**src/rtl/prog_loader.sv**
```systemverilog
// prog_loader: byte-stream program loader feeding the CPU instruction/data memory.
// It receives a framed image (16-bit word count, then big-endian 32-bit words),
// writes the words to consecutive addresses starting at 0, and keeps the CPU
// halted until the image is complete.
// Optional feature macro: LOADER_CHECKSUM_EN adds a trailing XOR checksum byte,
// which must match the data bytes or the load fails.
module prog_loader #(
  parameter int ADDR_W = 10
) (
  input  logic              clk,
  input  logic              reset,
  input  logic              in_valid,
  input  logic [7:0]        in_byte,
  output logic              in_ready,
  input  logic              rearm,
  output logic              mem_we,
  output logic [ADDR_W-1:0] mem_addr,
  output logic [31:0]       mem_wdata,
  output logic              cpu_hold,
  output logic              done,
  output logic              err
);

  localparam int unsigned    MAX_WORDS = 2**ADDR_W;
  localparam logic [ADDR_W:0] IDX_ONE  = {{ADDR_W{1'b0}}, 1'b1};

  localparam logic [2:0] S_HDR_HI = 3'd0;
  localparam logic [2:0] S_HDR_LO = 3'd1;
  localparam logic [2:0] S_DATA   = 3'd2;
`ifdef LOADER_CHECKSUM_EN
  localparam logic [2:0] S_CHK    = 3'd3;
`else
  localparam logic [2:0] S_FLUSH  = 3'd4;
`endif
  localparam logic [2:0] S_DONE   = 3'd5;
  localparam logic [2:0] S_ERROR  = 3'd6;

  logic [2:0]        state_q, state_d;
  logic [7:0]        hdr_hi_q, hdr_hi_d;
  logic [ADDR_W:0]   count_q, count_d;
  logic [ADDR_W:0]   word_idx_q, word_idx_d;
  logic [1:0]        byte_cnt_q, byte_cnt_d;
  logic [23:0]       asm_q, asm_d;
  logic              mem_we_q, mem_we_d;
  logic [ADDR_W-1:0] mem_addr_q, mem_addr_d;
  logic [31:0]       mem_wdata_q, mem_wdata_d;
  logic              cpu_hold_q, done_q, err_q;
`ifdef LOADER_CHECKSUM_EN
  logic [7:0]        xor_q, xor_d;
`endif

  logic              in_ready_s;
  logic              xfer_s;
  logic [15:0]       hdr_count_s;

  // Ready is a pure decode of the accepting states, masked while in reset.
  always_comb begin
    in_ready_s = 1'b0;
    case (state_q)
      S_HDR_HI, S_HDR_LO, S_DATA: in_ready_s = 1'b1;
`ifdef LOADER_CHECKSUM_EN
      S_CHK:                      in_ready_s = 1'b1;
`endif
      default:                    in_ready_s = 1'b0;
    endcase
    if (reset) begin
      in_ready_s = 1'b0;
    end else begin
      in_ready_s = in_ready_s;
    end
  end

  assign xfer_s      = in_valid && in_ready_s;
  assign hdr_count_s = {hdr_hi_q, in_byte};

  // Next-state, word assembly and write-strobe generation.
  always_comb begin
    state_d     = state_q;
    hdr_hi_d    = hdr_hi_q;
    count_d     = count_q;
    word_idx_d  = word_idx_q;
    byte_cnt_d  = byte_cnt_q;
    asm_d       = asm_q;
    mem_we_d    = 1'b0;
    mem_addr_d  = mem_addr_q;
    mem_wdata_d = mem_wdata_q;
`ifdef LOADER_CHECKSUM_EN
    xor_d       = xor_q;
`endif
    case (state_q)
      S_HDR_HI: begin
        if (xfer_s) begin
          hdr_hi_d = in_byte;
          state_d  = S_HDR_LO;
        end else begin
          state_d  = S_HDR_HI;
        end
      end
      S_HDR_LO: begin
        if (xfer_s) begin
          count_d = hdr_count_s[ADDR_W:0];
          if (hdr_count_s > 16'(MAX_WORDS)) begin
            state_d = S_ERROR;
          end else if (hdr_count_s == 16'd0) begin
`ifdef LOADER_CHECKSUM_EN
            state_d = S_CHK;
`else
            state_d = S_FLUSH;
`endif
          end else begin
            state_d = S_DATA;
          end
        end else begin
          state_d = S_HDR_LO;
        end
      end
      S_DATA: begin
        if (xfer_s) begin
          asm_d      = {asm_q[15:0], in_byte};
          byte_cnt_d = byte_cnt_q + 2'd1;
`ifdef LOADER_CHECKSUM_EN
          xor_d      = xor_q ^ in_byte;
`endif
          if (byte_cnt_q == 2'd3) begin
            mem_we_d    = 1'b1;
            mem_addr_d  = word_idx_q[ADDR_W-1:0];
            mem_wdata_d = {asm_q, in_byte};
            word_idx_d  = word_idx_q + IDX_ONE;
            if ((word_idx_q + IDX_ONE) == count_q) begin
`ifdef LOADER_CHECKSUM_EN
              state_d = S_CHK;
`else
              state_d = S_FLUSH;
`endif
            end else begin
              state_d = S_DATA;
            end
          end else begin
            state_d = S_DATA;
          end
        end else begin
          state_d = S_DATA;
        end
      end
`ifdef LOADER_CHECKSUM_EN
      S_CHK: begin
        if (xfer_s) begin
          state_d = (in_byte == xor_q) ? S_DONE : S_ERROR;
        end else begin
          state_d = S_CHK;
        end
      end
`else
      S_FLUSH: begin
        state_d = S_DONE;
      end
`endif
      S_DONE, S_ERROR: begin
        // Rearm starts a fresh image; memory itself is left untouched.
        if (rearm) begin
          state_d    = S_HDR_HI;
          word_idx_d = '0;
          byte_cnt_d = 2'd0;
`ifdef LOADER_CHECKSUM_EN
          xor_d      = 8'h00;
`endif
        end else begin
          state_d    = state_q;
        end
      end
      default: begin
        state_d = S_HDR_HI;
      end
    endcase
  end

  // State and output registers; reset discards any partial word and pending write.
  always_ff @(posedge clk) begin
    if (reset) begin
      state_q     <= S_HDR_HI;
      hdr_hi_q    <= 8'h00;
      count_q     <= '0;
      word_idx_q  <= '0;
      byte_cnt_q  <= 2'd0;
      asm_q       <= 24'h000000;
      mem_we_q    <= 1'b0;
      mem_addr_q  <= '0;
      mem_wdata_q <= 32'h00000000;
      cpu_hold_q  <= 1'b1;
      done_q      <= 1'b0;
      err_q       <= 1'b0;
`ifdef LOADER_CHECKSUM_EN
      xor_q       <= 8'h00;
`endif
    end else begin
      state_q     <= state_d;
      hdr_hi_q    <= hdr_hi_d;
      count_q     <= count_d;
      word_idx_q  <= word_idx_d;
      byte_cnt_q  <= byte_cnt_d;
      asm_q       <= asm_d;
      mem_we_q    <= mem_we_d;
      mem_addr_q  <= mem_addr_d;
      mem_wdata_q <= mem_wdata_d;
      cpu_hold_q  <= (state_d != S_DONE);
      done_q      <= (state_d == S_DONE);
      err_q       <= (state_d == S_ERROR);
`ifdef LOADER_CHECKSUM_EN
      xor_q       <= xor_d;
`endif
    end
  end

  assign in_ready  = in_ready_s;
  assign mem_we    = mem_we_q;
  assign mem_addr  = mem_addr_q;
  assign mem_wdata = mem_wdata_q;
  assign cpu_hold  = cpu_hold_q;
  assign done      = done_q;
  assign err       = err_q;

endmodule
```
**config.mk**
```make
export PLATFORM = sky130hd
export DESIGN_NAME = prog_loader
export DESIGN_NICKNAME = d
export VERILOG_FILES = /design/src/rtl/prog_loader.sv
export SDC_FILE = /design/constraint.sdc
export NUM_CORES = 1
export LEC_CHECK = 0
export BUFFER_PORTS_ARGS = -buffer_cell sky130_fd_sc_hd__buf_2
export CORE_UTILIZATION = 35
export DETAILED_ROUTE_END_ITERATION = 10
export SYNTH_ARGS = -nofsm -noshare
export SYNTH_HDL_FRONTEND = slang
export SYNTH_SLANG_ARGS = --single-unit
```
**constraint.sdc**
```tcl
create_clock -name clk -period 2.72 [get_ports clk]
set_clock_uncertainty 0.2 [all_clocks]
set_input_delay 0.68 -clock clk [delete_from_list [all_inputs] [get_ports clk]]
set_output_delay 0.68 -clock clk [all_outputs]
set_load 0.01 [all_outputs]
```
==> flow_metrics.py, run 1 <==
metrics = {
    "placement": {
        "dp.final_hpwl_microns": 6810,
        "gp_routability_congestion": 0.818,
        "placed_area_sq_um": 4740,
        "portbufs": 58,
    },
    "sta": {
        "grt_setup_unrepaired": "false",
        "fin_worst_hold_slack_ns": 0.251,
        "timing.slew.headroom_pct": 24.4,
        "setup_tns_ns": 0,
        "maxSlewViolCount": 0,
        "hold_vio_cnt_final": 0,
        "post-route-period-util_pct": 89.5,
        "max_slew.worst_pin.slew_ns": 1.13,
        "finalWorstPathRequiredPeriod_ns": 2.44,
        "achievable-frequency_mhz": 411,
        "timing.final.setup_violations": 0,
    },
    "setup_path": {
        "critical_path.max_stage_delay_ns": 0.94,
        "worst_setup_path_start_kind": "flop",
        "cells_along_the_critical_path": "nand2b_1, o32ai_1, buf_4, o21ai_1, a21oi_1",
        "crit_fanout": 10,
        "cp_slowest_cell": "o32ai_1",
        "cp.required_ns": 2.79,
        "path_buf_inv": 1,
        "cp-end-kind": "flop",
        "timing.critical_path.max_delay_family": "compound AO/OA/AOI/OAI gates",
        "worst_ep_arrival_time_ns": 2.50,
        "critPathKind": "flop to flop",
    },
    "run": {
        "maxCapViolations": 0,
    },
    "final_layout": {
        "antenna_cells": 0,
        "fraction_of_final_layout_cells_with_drive_strength_greater_than_1_pct": 16.8,
        "fin_area_sq_um": 5040,
        "synthToLayoutAreaGrowth_pct": 17.6,
        "num-nets-final": 605,
    },
    "synth": {
        "syn_nets": 558,
        "synth.cell_area_sq_um": 4290,
        "yosys.cell_types.count": 47,
        "synth_warnings": 0,
        "post_synth.cell_area_avg_sq_um": 7.88,
        "synthesized_flop_and_latch_total": 105,
        "post_syn_instances": 544,
        "synth_sequential_area_ratio_pct": 49.0,
    },
    "die": {
        "dieWidth_microns": 113,
        "dieArea_sq_um": 12700,
        "placementRows": 40,
        "core_area_sq_um": 12000,
        "initial_utilization_pct": 35.9,
        "top_level_ports": 59,
        "die-height_microns": 113,
    },
    "global_route": {
        "grt_max_degree": 100,
        "grt_first_pass_wirelength_microns": 16500,
        "grt_overflow_total": 0,
        "grt_antenna_before_repair": 0,
        "vias_in_the_first_global_route": 3359,
        "grtUsageTotal_pct": 16.1,
    },
    "power_and_ir_drop": {
        "total_power_mw": 2.97,
        "switching_share_pct": 24.5,
        "power.clock.fraction_pct": 43.2,
        "power_density_nw_per_um2": 588,
        "reported_net_switching_power_mw": 0.726,
        "power.sequential.fraction_pct": 52.7,
        "comb_power_share_pct": 4.1,
        "power.leakage_nw": 1.90,
        "max-vdd-ir-drop_v": 0.000354,
        "internal_power_mw": 2.24,
    },
    "route": {
        "wl_met1_microns": 4860,
        "drc_errors": 0,
        "route.antenna.remaining_nets": 0,
        "via_count": 3817,
        "drt-total-wl_microns": 9980,
        "avgRoutedWirePerCell_microns": 13.4,
        "wl_met3_microns": 551,
        "pre_antenna_drt_iters": 5,
        "dr.max_layer_used": "met4",
        "routed_wire_length_on_met2_microns": 4390,
        "avgViaCountPerCell": 5.14,
        "drt_first_iter_violations": 226,
    },
    "status": {
        "status": "complete, no violations",
    },
    "clock_tree": {
        "cts_repair_resize_count": 0,
        "tritoncts": "yes",
        "cts_sinks": 105,
        "worst_skew_pair.late_latency_ns": 0.35,
        "cts.path.max_buffers": 2,
        "cts_root_buf": "clkbuf_16",
        "cts-htree-levels": 3,
        "post_cts_buffers": 0,
        "holdBufCountCts": 0,
        "cts-buffers-inserted": 9,
        "clk_pin_slew_worst_paths_ns": 0.08,
    },
    "min_path": {
        "min_path_type": "flop to flop",
    },
}
[routing by layer]
metal / track usage (%) / vias up
met5: 0 / -
li1: - / 1922
met4: 6.49 / 0
met3: 2.79 / 14
met1: 22.7 / 1758
met2: 24.3 / 123
[tightest hold or removal path, cell delays in order (launching register included)]
cell and delay, ns:
dfxtp_1 0.31, nand2_1 0.05, a21oi_1 0.05
[power groups by stage]
stage / clock [mW] / sequential, mW / combinational (mW)
2_1_floorplan: 0 / 1.59 / 0.0819
3_3_place_gp: 0 / 1.60 / 0.121
3_5_place_dp: 0 / 1.60 / 0.123
4_1_cts: 1.31 / 1.56 / 0.123
5_1_grt: 1.37 / 1.56 / 0.134
6_report: 1.28 / 1.56 / 0.122
[cell usage after synthesis (all sizes together)]
cell type,number,area share (%)
inv,5,0.44
o2111ai,1,0.20
and3,4,0.58
a211oi,1,0.18
or3,5,0.73
a211o,1,0.20
dfxtp,105,49
a21boi,1,0.18
and4,2,0.41
ha,2,0.58
buf,16,2.2
nand3,17,2.0
or3b,1,0.20
maj3,1,0.23
a2111oi,1,0.20
nor3b,2,0.35
nor2,28,2.5
nand2,154,14
mux2,1,0.26
nand4b,2,0.41
or4,3,0.53
nand4,4,0.58
a21o,3,0.53
o211a,1,0.23
a22oi,3,0.53
a31oi,2,0.29
nor4,3,0.44
nand3b,2,0.35
xnor2,8,1.6
mux2i,8,1.9
nor3,6,0.82
xor2,7,1.4
nor2b,1,0.15
o32ai,3,0.61
or4b,1,0.23
clkbuf,27,2.4
a21oi,94,11
o21ai,16,1.9
or2,1,0.15
nand2b,1,0.15
[final timing paths]
check,from,to,slack (ns),depth (start not counted)
max reg2reg,state_q[1],word_idx_q[7],0.28,5
max,state_q[1],word_idx_q[7],0.28,5
min,mem_wdata[27],mem_wdata[27],0.25,2
min reg2reg,mem_wdata[27],mem_wdata[27],0.25,2
[flip-flops by register name, indices dropped and copies added (netlist names)]
signal      flops
mem_wdata      32
word_idx_q     11
done            1
hdr_hi_q        8
count_q        11
mem_we          1
err             1
asm_q          24
cpu_hold        1
state_q         3
mem_addr       10
byte_cnt_q      2
[final cells by class]
class	instances	area, sq um
Multi-Input combinational cell	391	1980
Timing Repair Buffer	79	460
Tap cell	147	184
Clock inverter	7	75.1
Sequential cell	105	2100
Inverter	5	18.8
Fill cell	1229	6920
Clock buffer	9	225
[cells by family (layout without fill, tap and decap cells)]
logic type               Yosys count  count (layout)  synth area share, %
flip-flops                       105             105                 49.0
multiplexers                       9               9                 2.13
buffers and inverters             48             100                 4.96
XOR/XNOR                          15              15                 3.06
adder cells (fa/ha/maj)            3               3                0.817
AO/OA/AOI/OAI                    127             127                 16.0
AND/OR/NAND/NOR                  237             237                 24.0
[layout by cell type, fill, tap and decap left out, drive strengths merged, types with 3 or more instances in the layout]
cell type	n
o21ai	16
inv	7
dfxtp	105
clkinv	5
nand3	17
buf	79
xor2	7
nor4	3
a21oi	94
xnor2	8
o32ai	3
mux2i	8
clkbuf	9
and3	4
or4	3
nor2	28
nand4	4
nor3	6
a21o	3
a22oi	3
or3	5
nand2	154
[per-stage QoR]
step                utilization, %  std cells  setup WS, ns
floorplan                        -        544         0.229
global placement              39.6        727         0.125
detailed placement            39.6        727        0.0698
CTS                           42.2        743         0.303
global route                  42.2        743        0.0756
finish                        42.2        743         0.284
Power figures use the tool's default switching activity.
==> run 2: changes to the inputs <==
Clock period 2.72 ns to 3 ns, I/O delays scaled along.
==> flow_metrics.py, run 2 (same netlist as run 1, synthesis figures left out) <==
metrics = {
    "power_and_ir_drop": {
        "power.leakage_nw": 1.86,
        "max-vdd-ir-drop_v": 0.000271,
        "power.sequential.fraction_pct": 52.5,
        "reported_net_switching_power_mw": 0.669,
        "switching_share_pct": 24.8,
        "power.clock.fraction_pct": 43.4,
        "comb_power_share_pct": 4.1,
        "power_density_nw_per_um2": 541,
        "internal_power_mw": 2.03,
    },
    "clock_tree": {
        "post_cts_buffers": 0,
        "cts_root_buf": "clkbuf_16",
        "cts_repair_resize_count": 0,
        "cts-htree-levels": 3,
        "clk_pin_slew_worst_paths_ns": 0.08,
        "cts.path.max_buffers": 2,
        "tritoncts": "yes",
        "cts-buffers-inserted": 9,
        "holdBufCountCts": 0,
        "worst_skew_pair.late_latency_ns": 0.36,
        "cts_sinks": 105,
    },
    "setup_path": {
        "worst_setup_path_start_kind": "flop",
        "cp-end-kind": "flop",
        "worst_ep_arrival_time_ns": 2.91,
        "critical_path.max_stage_delay_ns": 0.57,
        "path_buf_inv": 0,
        "cp.required_ns": 3.08,
        "crit_fanout": 10,
        "cp_slowest_cell": "dfxtp_1",
        "critPathKind": "flop to flop",
        "timing.critical_path.max_delay_family": "simple AND/OR/NAND/NOR gates",
        "cells_along_the_critical_path": "ha_1, and4_1, nand2_2, or4b_1, o211a_1, or4_1, o21ai_1",
    },
    "final_layout": {
        "largest_register_ff_count": 32,
        "final_common_cell": "nand2_1",
        "fraction_of_final_layout_cells_with_drive_strength_greater_than_1_pct": 15.8,
        "antenna_cells": 0,
        "final_cell_mix": "nand2_1, dfxtp_1, a21oi_1",
        "synthToLayoutAreaGrowth_pct": 16.3,
        "num-nets-final": 598,
        "finalNonFillerCells": 736,
    },
    "sta": {
        "finalWorstPathRequiredPeriod_ns": 2.83,
        "grt_setup_unrepaired": "false",
        "timing.final.setup_violations": 0,
        "maxSlewViolCount": 0,
        "setup_tns_ns": 0,
        "achievable-frequency_mhz": 354,
        "post-route-period-util_pct": 94.2,
        "timing.slew.headroom_pct": 24.8,
        "hold_vio_cnt_final": 0,
        "max_slew.worst_pin.slew_ns": 1.12,
        "setup_ws_post_layout_ns": 0.175,
    },
    "global_route": {
        "grtUsageTotal_pct": 16.8,
        "grt_overflow_total": 0,
        "vias_in_the_first_global_route": 3473,
        "grt_first_pass_wirelength_microns": 17200,
        "grt_max_degree": 100,
        "grt_antenna_before_repair": 0,
    },
    "placement": {
        "dpl_worst_slack_ns": 0.213,
        "dp.final_hpwl_microns": 6880,
        "portbufs": 58,
        "gp_routability_congestion": 0.797,
        "dp.cells": 720,
    },
    "route": {
        "pre_antenna_drt_iters": 5,
        "drt-total-wl_microns": 10100,
        "avgRoutedWirePerCell_microns": 13.7,
        "via_count": 3748,
        "route.antenna.remaining_nets": 0,
        "drc_errors": 0,
        "drt_first_iter_violations": 195,
        "avgViaCountPerCell": 5.09,
    },
    "die": {
        "dieArea_sq_um": 12700,
        "dieWidth_microns": 113,
        "die-height_microns": 113,
        "placementRows": 40,
        "top_level_ports": 59,
        "core_area_sq_um": 12000,
        "initial_utilization_pct": 35.9,
    },
    "min_path": {
        "min_path_type": "flop to flop",
    },
    "run": {
        "maxCapViolations": 0,
    },
    "status": {
        "status": "complete, no violations",
    },
}
run 2: stage by stage:
stage	cell area [sq um]	hold WS [ns]	util, %	power [mW]
final	4990	0.253	41.7	2.70
after global routing	4990	0.270	41.7	2.79
after CTS	4990	0.256	41.7	2.72
after detailed placement	4690	0.246	39.2	1.56
after global placement	4690	0.242	39.2	1.56
after floorplan	4290	0.232	-	1.52
run 2: cell type report:
cell class	count	area [sq um]
fill	1213	6970
sequential	105	2100
multi-input combinational	391	1980
timing repair buffer	72	408
clock buffer	9	225
tap	147	184
clock inverter	7	72.6
inverter	5	18.8
run 2: path summary, 6_finish.rpt:
kind | start | endpoint | slack, ns | depth (start not counted)
worst max-delay path | word_idx_q[0] | state_q[2] | 0.17 | 7
worst min-delay path | mem_addr[3] | mem_addr[3] | 0.25 | 2
worst max register to register | word_idx_q[0] | state_q[2] | 0.17 | 7
worst min register to register | mem_addr[3] | mem_addr[3] | 0.25 | 2
run 2: worst reg2reg max path, stage by stage (launching register included):
cell	delay [ns]
dfxtp_1	0.57
ha_1	0.23
and4_1	0.40
nand2_2	0.11
or4b_1	0.48
o211a_1	0.15
or4_1	0.52
o21ai_1	0.09
run 2: per-layer routing:
| layer | GRT usage, % | part of all wire, % |
|---|---|---|
| met5 | 0 | 0 |
| met4 | 4.71 | 0.79 |
| met3 | 4.07 | 4.7 |
| met2 | 25.8 | 46 |
| met1 | 23.4 | 49 |
run 2: power by group through the flow:
stage               clock network, mW  registers [mW]  logic [mW]
global route                     1.25            1.42       0.122
global placement                    0            1.45       0.108
floorplan                           0            1.45      0.0743
CTS                              1.19            1.42       0.110
detailed placement                  0            1.45       0.109
finish                           1.17            1.42       0.110
